$ cat config.mk
export PLATFORM = sky130hd
export DESIGN_NAME = alu_multiciclo_flat
export DESIGN_NICKNAME = d
export VERILOG_FILES = /design/src/rtl/alu_multiciclo_if.sv /design/src/rtl/alu_multiciclo.sv /design/src/flat_wrapper.sv
export SDC_FILE = /design/constraint.sdc
export NUM_CORES = 1
export LEC_CHECK = 0
export CAP_MARGIN = 10
export CORE_UTILIZATION = 35
export CTS_BUF_LIST = sky130_fd_sc_hd__clkbuf_16
export DETAILED_ROUTE_END_ITERATION = 8
export SLEW_MARGIN = 30
export SYNTH_ARGS = -nofsm -noshare
export SYNTH_HDL_FRONTEND = slang
export SYNTH_SLANG_ARGS = --single-unit
export TNS_END_PERCENT = 20
$ cat constraint.sdc
create_clock -name clk -period 2.88 [get_ports clk]
set_input_delay 0.288 -clock clk [delete_from_list [all_inputs] [get_ports clk]]
set_output_delay 0.288 -clock clk [all_outputs]
set_load 0.01 [all_outputs]
$ cat src/rtl/alu_multiciclo_if.sv
// rtl/alu_multiciclo_if.sv - request/result handshake bundle for the multicycle ALU
interface alu_multiciclo_if #(
   parameter int WIDTH = 8
);
   logic [WIDTH-1:0] A;
   logic [WIDTH-1:0] B;
   logic [2:0]       ALUOp;
   logic             entrada_valid;
   logic             entrada_ready;
   logic [WIDTH-1:0] resultado;
   logic             zero;
   logic             eq;
   logic             carry;
   logic             overflow;
   logic             neg;
   logic             saida_valid;
   logic             saida_ready;

   modport master (
      output A, B, ALUOp, entrada_valid, saida_ready,
      input  entrada_ready, resultado, zero, eq, carry, overflow, neg, saida_valid
   );

   modport slave (
      input  A, B, ALUOp, entrada_valid, saida_ready,
      output entrada_ready, resultado, zero, eq, carry, overflow, neg, saida_valid
   );
endinterface

$ cat src/rtl/alu_multiciclo.sv
// rtl/alu_multiciclo.sv - registered ALU with valid/ready handshake and iterative shift-add MUL
module alu_multiciclo #(
   parameter int WIDTH = 8
) (
   input logic            clk,
   input logic            rst,
   alu_multiciclo_if.slave bus
);
   localparam int CW = $clog2(WIDTH + 1);

   typedef enum logic [1:0] {OCIOSO, MULT, PRONTO} state_t;

   state_t             state;
   logic [WIDTH-1:0]   a_q;
   logic [WIDTH-1:0]   b_q;
   logic [WIDTH-1:0]   mpl;
   logic [2*WIDTH-1:0] acc;
   logic [2*WIDTH-1:0] mcd;
   logic [2*WIDTH-1:0] prod_next;
   logic [CW-1:0]      cnt;
   logic               accept;
   logic [WIDTH:0]     sum_c;
   logic [WIDTH:0]     diff_c;
   logic [WIDTH-1:0]   res_c;
   logic               carry_c;
   logic               ovf_c;

   assign bus.entrada_ready = (state == OCIOSO);
   assign accept            = bus.entrada_valid && (state == OCIOSO);

   assign sum_c     = {1'b0, bus.A} + {1'b0, bus.B};
   assign diff_c    = {1'b0, bus.A} + {1'b0, ~bus.B} + {{WIDTH{1'b0}}, 1'b1};
   assign prod_next = acc + (mpl[0] ? mcd : '0);

   always_comb begin
      res_c   = '0;
      carry_c = 1'b0;
      ovf_c   = 1'b0;
      case (bus.ALUOp)
         3'b000: begin
            res_c   = sum_c[WIDTH-1:0];
            carry_c = sum_c[WIDTH];
            ovf_c   = (bus.A[WIDTH-1] == bus.B[WIDTH-1]) && (sum_c[WIDTH-1] != bus.A[WIDTH-1]);
         end
         3'b001: begin
            // carry here means "no borrow"
            res_c   = diff_c[WIDTH-1:0];
            carry_c = diff_c[WIDTH];
            ovf_c   = (bus.A[WIDTH-1] != bus.B[WIDTH-1]) && (diff_c[WIDTH-1] != bus.A[WIDTH-1]);
         end
         3'b010:  res_c = bus.A & bus.B;
         3'b011:  res_c = bus.A | bus.B;
         3'b100:  res_c = bus.A;
         3'b101:  res_c = bus.A ^ bus.B;
         3'b111:  res_c = ~(bus.A | bus.B);
         default: res_c = '0;
      endcase
   end

   always_ff @(posedge clk) begin
      if (rst) begin
         state           <= OCIOSO;
         a_q             <= '0;
         b_q             <= '0;
         mpl             <= '0;
         acc             <= '0;
         mcd             <= '0;
         cnt             <= '0;
         bus.resultado   <= '0;
         bus.zero        <= 1'b0;
         bus.eq          <= 1'b0;
         bus.carry       <= 1'b0;
         bus.overflow    <= 1'b0;
         bus.neg         <= 1'b0;
         bus.saida_valid <= 1'b0;
      end else begin
         case (state)
            OCIOSO: begin
               if (accept) begin
                  a_q <= bus.A;
                  b_q <= bus.B;
                  if (bus.ALUOp == 3'b110) begin
                     acc   <= '0;
                     mcd   <= {{WIDTH{1'b0}}, bus.A};
                     mpl   <= bus.B;
                     cnt   <= CW'(WIDTH);
                     state <= MULT;
                  end else begin
                     bus.resultado   <= res_c;
                     bus.zero        <= (res_c == '0);
                     bus.neg         <= res_c[WIDTH-1];
                     bus.eq          <= (bus.A == bus.B);
                     bus.carry       <= carry_c;
                     bus.overflow    <= ovf_c;
                     bus.saida_valid <= 1'b1;
                     state           <= PRONTO;
                  end
               end
            end
            MULT: begin
               // one multiplier bit per cycle, LSB first; multiplicand walks left
               acc <= prod_next;
               mcd <= mcd << 1;
               mpl <= mpl >> 1;
               cnt <= cnt - CW'(1);
               if (cnt == CW'(1)) begin
                  bus.resultado   <= prod_next[WIDTH-1:0];
                  bus.zero        <= (prod_next[WIDTH-1:0] == '0);
                  bus.neg         <= prod_next[WIDTH-1];
                  bus.eq          <= (a_q == b_q);
                  bus.carry       <= |prod_next[2*WIDTH-1:WIDTH];
                  bus.overflow    <= 1'b0;
                  bus.saida_valid <= 1'b1;
                  state           <= PRONTO;
               end
            end
            PRONTO: begin
               if (bus.saida_ready) begin
                  bus.saida_valid <= 1'b0;
                  state           <= OCIOSO;
               end
            end
            default: state <= OCIOSO;
         endcase
      end
   end
endmodule

$ cat src/flat_wrapper.sv
// flat-port wrapper written by rule: the top's interface ports become plain ports
module alu_multiciclo_flat 
#(
   parameter int WIDTH = 8
)
  (clk, rst, bus_A, bus_B, bus_ALUOp, bus_entrada_valid, bus_saida_ready, bus_entrada_ready, bus_resultado, bus_zero, bus_eq, bus_carry, bus_overflow, bus_neg, bus_saida_valid);
  alu_multiciclo_if #(.WIDTH(WIDTH)) bus_i ();
  input logic clk;
  input logic rst;
  input wire logic [$bits(bus_i.A)-1:0] bus_A;
  input wire logic [$bits(bus_i.B)-1:0] bus_B;
  input wire logic [$bits(bus_i.ALUOp)-1:0] bus_ALUOp;
  input wire logic [$bits(bus_i.entrada_valid)-1:0] bus_entrada_valid;
  input wire logic [$bits(bus_i.saida_ready)-1:0] bus_saida_ready;
  output wire logic [$bits(bus_i.entrada_ready)-1:0] bus_entrada_ready;
  output wire logic [$bits(bus_i.resultado)-1:0] bus_resultado;
  output wire logic [$bits(bus_i.zero)-1:0] bus_zero;
  output wire logic [$bits(bus_i.eq)-1:0] bus_eq;
  output wire logic [$bits(bus_i.carry)-1:0] bus_carry;
  output wire logic [$bits(bus_i.overflow)-1:0] bus_overflow;
  output wire logic [$bits(bus_i.neg)-1:0] bus_neg;
  output wire logic [$bits(bus_i.saida_valid)-1:0] bus_saida_valid;
  assign bus_i.A = bus_A;
  assign bus_i.B = bus_B;
  assign bus_i.ALUOp = bus_ALUOp;
  assign bus_i.entrada_valid = bus_entrada_valid;
  assign bus_i.saida_ready = bus_saida_ready;
  assign bus_entrada_ready = bus_i.entrada_ready;
  assign bus_resultado = bus_i.resultado;
  assign bus_zero = bus_i.zero;
  assign bus_eq = bus_i.eq;
  assign bus_carry = bus_i.carry;
  assign bus_overflow = bus_i.overflow;
  assign bus_neg = bus_i.neg;
  assign bus_saida_valid = bus_i.saida_valid;
  alu_multiciclo #(.WIDTH(WIDTH)) u_core (.clk(clk), .rst(rst), .bus(bus_i));
endmodule
# Yosys cells after proc, flatten, opt, wreduce, memory -nomap -nowiden

Cells that the tools add are included.

Add/subtract/negate cells: 5
Reduce and logical (&&, ||, !) cells: 15
Muxes and demuxes: 50
Bitwise operators: 5
Equal/unequal tests: 21

Operators with widths:

| kind                                                                   | count |
|---|---|
| 16-bit 2-to-1 mux                                                      | 5 |
| 16-bit one-hot mux with 2 select lines                                 | 2 |
| 8-bit one-hot mux with 7 select lines                                  | 1 |
| 8-bit 2-to-1 mux                                                       | 5 |
| 8-bit one-hot mux with 2 select lines                                  | 2 |
| 1-bit 2-to-1 mux                                                       | 19 |
| 8-bit by 8-bit adder with 9-bit output                                 | 2 |
| 16-bit adder                                                           | 1 |
| 8-bit equality test                                                    | 2 |
| 8-bit logical NOT                                                      | 2 |
| 8-bit inverter                                                         | 2 |
| 1-bit one-hot mux with 2 select lines                                  | 7 |
| 3-bit equality test (second input constant)                            | 4 |
| 9-bit by 1-bit adder with 9-bit output (second input constant)         | 1 |
| 8-bit bitwise AND                                                      | 1 |
| 2-bit 2-to-1 mux                                                       | 4 |
| 4-bit 2-to-1 mux                                                       | 2 |
| 8-bit OR                                                               | 1 |
| 4-bit one-hot mux with 2 select lines                                  | 1 |
| 8-bit OR reduction                                                     | 1 |
| 8-bit bitwise XOR                                                      | 1 |
| 3-bit by 2-bit equality test with 1-bit output (second input constant) | 2 |
| 2-bit by 1-bit != test with 1-bit output (second input constant)       | 3 |
| 2-bit one-hot mux with 3 select lines                                  | 1 |
| 18 further kinds                                                       | 24 |

Register bits after elaboration: 76
Logic and storage cells: 110
Input bits: 23
Output and inout bits: 15

# Logic depth before layout (Yosys ltp)

Word-level depth: 9
Gate-level depth with buffers: 11
Gate-level depth less buffers: 11

# Worst setup path before layout

OpenSTA, ideal clock, no wires.

Kind: register to register
Start: register u_core.mpl[0]
End: register u_core.bus.carry
Clock period less this slack: 2.934 ns
Data required time: 2.758 ns
Cell stages (with the launch flop): 12
Data arrival time: 2.811 ns
Buffers on the path: 0
Library setup time: 0.122 ns
Slack: -0.054 ns
Path through: dfxtp_1 and2_1 ha_1 fa_1 a211oi_2 o21ai_2 o31ai_4 xnor2_1 a211o_1 or4_1 nor4_2 a21oi_1

Word-level cells in the longest chain between the ends: 5

RTL lines:

| element                               | line                    | source |
|---|---|---|
| from (decl)                           | alu_multiciclo.sv:16    | `logic [WIDTH-1:0] mpl;` |
| from (signal assigned)                | alu_multiciclo.sv:85    | `mpl <= bus.B;` |
| from (signal assigned)                | alu_multiciclo.sv:104   | `mpl <= mpl >> 1;` |
| 16-bit 2-to-1 mux                     | alu_multiciclo.sv:33    | `assign prod_next = acc + (mpl[0] ? mcd : '0);` |
| 16-bit adder                          | alu_multiciclo.sv:33    |  |
| 8-bit OR reduction                    | alu_multiciclo.sv:111   | `bus.carry <= \|prod_next[2*WIDTH-1:WIDTH];` |
| 1-bit 2-to-1 mux                      | alu_multiciclo.sv:106   | `if (cnt == CW'(1)) begin` |
| 1-bit one-hot mux with 2 select lines | alu_multiciclo.sv:77    | `case (state)` |
| to (signal assigned)                  | alu_multiciclo.sv:93    | `bus.carry <= carry_c;` |
| to (signal assigned)                  | alu_multiciclo.sv:111   |  |
| to (decl)                             | alu_multiciclo_if.sv:26 | `output entrada_ready, resultado, zero, eq, carry, overflow, neg, saida_valid` |

Every way passes these cells. The select of a mux whose other input is x is not followed.
A chain may end at the register's enable or synchronous reset.

# Final worst setup path

Same ends and word-level chain as after synthesis.

==> out/results.tsv <==
stage	metric	value	unit
worst_setup_path	last element of the critical path	u_core.bus.carry	
yosys	unique cell type count in the Yosys netlist	61	
worst_setup_path	Crit. End Element	flip-flop	
drt	Via Count	5121	
clock_network	worst-skew pair later-pin latency	0.34	ns
yosys	count of synthesis-stage warnings from yosys	0	
drt	initial drt markers	332	
drt	wire length on met2	7.54	mm
yosys	library cell with the largest summed area after synthesis	sky130_fd_sc_hd__dfxtp_1	
die	number of ports placed on the die boundary	38	
sta	fin crit share	0.978	
worst_setup_path	crit path max fanout	7	
die	Die Area	0.0149	mm²
grt	maximum number of pins on one net before global-route repair	44	
worst_setup_path	path depth of the worst reg2reg path	11	
worst_setup_path	arrival time worst endpoint	3.04	ns
clock_network	H-tree depth reported by CTS	3	
drt	highest metal layer used by the detailed router	met4	
power_and_ir_drop	highest ir drop seen on vdd	0.000336	V
worst_setup_path	startpoint type of the worst setup path	flip-flop	
worst_setup_path	list of cells traversed by the critical path	and2_4, ha_4, fa_2, a211oi_2, o21ai_2, o31ai_4, xnor2_2, a211o_1, or4_4, nor4_4, a21oi_1	
yosys	ranking of synthesized cells by area	sky130_fd_sc_hd__dfxtp_1, sky130_fd_sc_hd__ha_1, sky130_fd_sc_hd__nand2_1	
yosys	most instantiated flip-flop cell in the synthesis netlist	sky130_fd_sc_hd__dfxtp_1	
finish	summed area of non-filler cells in the final layout	0.00670	mm²
placed_design	cell area reported after detailed placement	0.00625	mm²
die	Initial Utilization	0.360	
yosys	proportion of netlist area held by the largest area contributor	0.298	
drt	drt total wl	15.4	mm
die	Core Region	0.0140	mm²
drt	drc violations	0	
worst_setup_path	Slowest cell on crit path	sky130_fd_sc_hd__or4_4	
die	height of the chip	122	µm
yosys	synthesis-stage register bit count	75	
clock_network	clock buffer count from CTS	9	
min_path	worst min-delay path class	reg -> reg	
worst_setup_path	source of the critical timing path	u_core.mpl[0]	
finish	share of post-route cells with drive strength above 1	0.200	
grt	initial antenna violation count	0	
yosys	nets in the synthesized netlist	725	
power_and_ir_drop	areal power density over the cells	424	mW/mm²
sta	minimum clock period	2.82	ns
yosys	EDFF count, synth	0	
finish	Area Growth Syn to Fin	32.9	%
worst_setup_path	startpoint of the most critical register-to-register path	u_core.mpl[0]	
worst_setup_path	Critical Setup Path Class	reg -> reg	
finish	diodes inserted	0	
placed_design	RePlAce Congestion	0.902	
finish	sequential standard cell area	0.00150	mm²
outcome	status	finished, final reports clean	
yosys	share of synthesized registers carrying an async set or reset	0	
grt	first-pass GRT wire length	25.0	mm
worst_setup_path	crit-path max cell delay	0.53	ns
sta	highest achievable clock rate	0.355	GHz
grt	overall routing resource usage	0.218	
sta	unrepaired setup endpoints after global routing	true	
drt	Routed wire per std cell	16.1	µm
worst_setup_path	Req. time, crit path	3.11	ns
sta	total count of hold-check failures in the final report	0	
worst_setup_path	setup slack of the worst register-to-register path	0.06	ns
finish	Multi-input gate area	0.00341	mm²
sta	final slew viol count	0	
grt	vias in the first global route	5056	
clock_network	clock buffer depth	2	
finish	post-layout net count	838	
yosys	syn avg cell area	7.66	µm²
placed_design	half-perimeter wire length after detailed placement	11.6	mm
power_and_ir_drop	standby leakage power	2.84	nW
drt	via count normalized by instance count	5.36	
drt	post-route met1 wirelength	7.00	mm
drt	number of search-and-repair iterations in the first detailed-routing pass	6	
run	reported max-cap violation count	0	
placed_design	Place WS	-0.481	ns
clock_network	buffer type at the clock tree root	sky130_fd_sc_hd__clkbuf_16	
sta	final critical-path setup slack	0.0631	ns
yosys	post-synthesis cell area	0.00504	mm²
grt	grt ovf	0	
die	Cell Rows	43	
sta	post-route setup TNS	0	ns
yosys	portion of the post-synthesis area used by sequential elements	0.298	
sta	transition time at the pin with the least slew margin	0.739	ns
drt	Met3 Wirelength	497	µm
worst_setup_path	endpoint of the worst-slack reg-to-reg timing path	u_core.bus.carry	
die	horizontal die dimension	122	µm
clock_network	clock net sink count	75	
sta	count of final setup violators	0	
yosys	Cells after Synth	658	
sta	Post-Route Skew	0.00609	ns
drt	DRT antenna net count	0	
finish	# fillers	1403	
sta	headroom to the max-slew limit	0.507	
clock_network	Clock transition at path regs	0.06	ns
placed_design	Port Buf Inserts	37	
clock_network	clock tree from TritonCTS	yes	
[cell families after synthesis]
kind of cell	after synthesis	share of synthesized area
adder cells (fa/ha/maj)	44	0.114
AND/OR/NAND/NOR	250	0.224
multiplexers	5	0.00993
buffers and inverters	70	0.0553
XOR/XNOR	30	0.0521
flip-flops	75	0.298
AO/OA/AOI/OAI	184	0.247
[cell usage in the layout, fill, tap and decap left out, types with 17 or more instances in the layout]
master                            instances
sky130_fd_sc_hd__nand2_1                 93
sky130_fd_sc_hd__buf_4                  104
sky130_fd_sc_hd__nor2_1                  80
sky130_fd_sc_hd__xor2_1                  20
sky130_fd_sc_hd__ha_1                    37
sky130_fd_sc_hd__a311oi_1                17
sky130_fd_sc_hd__o21ai_0                 18
sky130_fd_sc_hd__a21oi_1                 55
sky130_fd_sc_hd__clkdlybuf4s50_1         36
sky130_fd_sc_hd__dfxtp_1                 74
sky130_fd_sc_hd__a22oi_1                 20
sky130_fd_sc_hd__inv_1                   30
[worst min-delay path by stage]
stage,startpoint,endpoint,slack [ns],depth (start not counted)
6_report,u_core.bus.resultado[4],u_core.bus.resultado[4],0.45,2
3_5_place_dp,u_core.bus.resultado[4],u_core.bus.resultado[4],0.45,2
4_1_cts,u_core.bus.overflow,u_core.bus.overflow,0.46,2
5_1_grt,u_core.b_q[3],u_core.b_q[3],0.48,2
3_3_place_gp,u_core.bus.resultado[0],u_core.bus.resultado[0],0.44,2
2_1_floorplan,bus_saida_ready,u_core.bus.saida_valid,0.41,1
[routing by layer]
metal  vias to the layer above  global-route usage
met5                         -                   0
li1                       2562                   -
met1                      2415               0.264
met3                        27              0.0431
met4                         0              0.0787
met2                       117               0.379
[Yosys cell counts, drive strengths merged, types with 13 or more instances]
master and n:
nand2 93, nor2 81, dfxtp 75, a21oi 59
ha 41, clkbuf 33, inv 30, o21ai 23
a22oi 20, xor2 20, a311oi 17, and2 16
nor3 13
[worst max-delay path, delay by kind of cell (launching register included)]
kind / cells / cell delay, ns
xor+xnor: 1 / 0.12
compound gates: 5 / 0.89
simple gates: 3 / 0.84
flops: 1 / 0.34
fa+ha+maj: 2 / 0.51
[state kept, by name (all words and copies together) (netlist names), 2 cells and up]
signal	flops
u_core.acc	16
u_core.mcd	16
u_core.mpl	8
u_core.state	2
u_core.cnt	4
u_core.b_q	8
u_core.a_q	8
u_core.bus.resultado	8
[where the power goes]
part	total (W)	internal, W	switching, W
clock	0.00110	0.000659	0.000437
sequential	0.00111	0.00108	0.0000316
combinational	0.000628	0.000288	0.000340
total	0.00284	0.00203	0.000809
[what timing repair did]
item,CTS,global route
resized for setup,13,22
hold buffers,0,0
pin swaps,11,7
buffers inserted,2,1
endpoints found under the setup margin,3,7
cloned,0,0
[final cells by class]
type                    instances  share of cell area
multi-input cells             513               0.509
clock inverters                 6             0.00859
clock buffers                   9              0.0336
flip-flops and latches         75               0.224
inverters                      30              0.0168
well taps                     180              0.0336
repair buffers                142               0.174
[stage by stage]
stage / hold WS, ns / total power (W) / utilization / std cells
2_1_floorplan: 0.406 / 0.00145 / - / 658
3_3_place_gp: 0.440 / 0.00173 / 0.447 / 937
3_5_place_dp: 0.454 / 0.00174 / 0.447 / 937
4_1_cts: 0.464 / 0.00284 / 0.471 / 954
5_1_grt: 0.482 / 0.00297 / 0.479 / 955
6_report: 0.455 / 0.00284 / 0.479 / 955
Note: power is estimated with default switching activity, not from simulation.
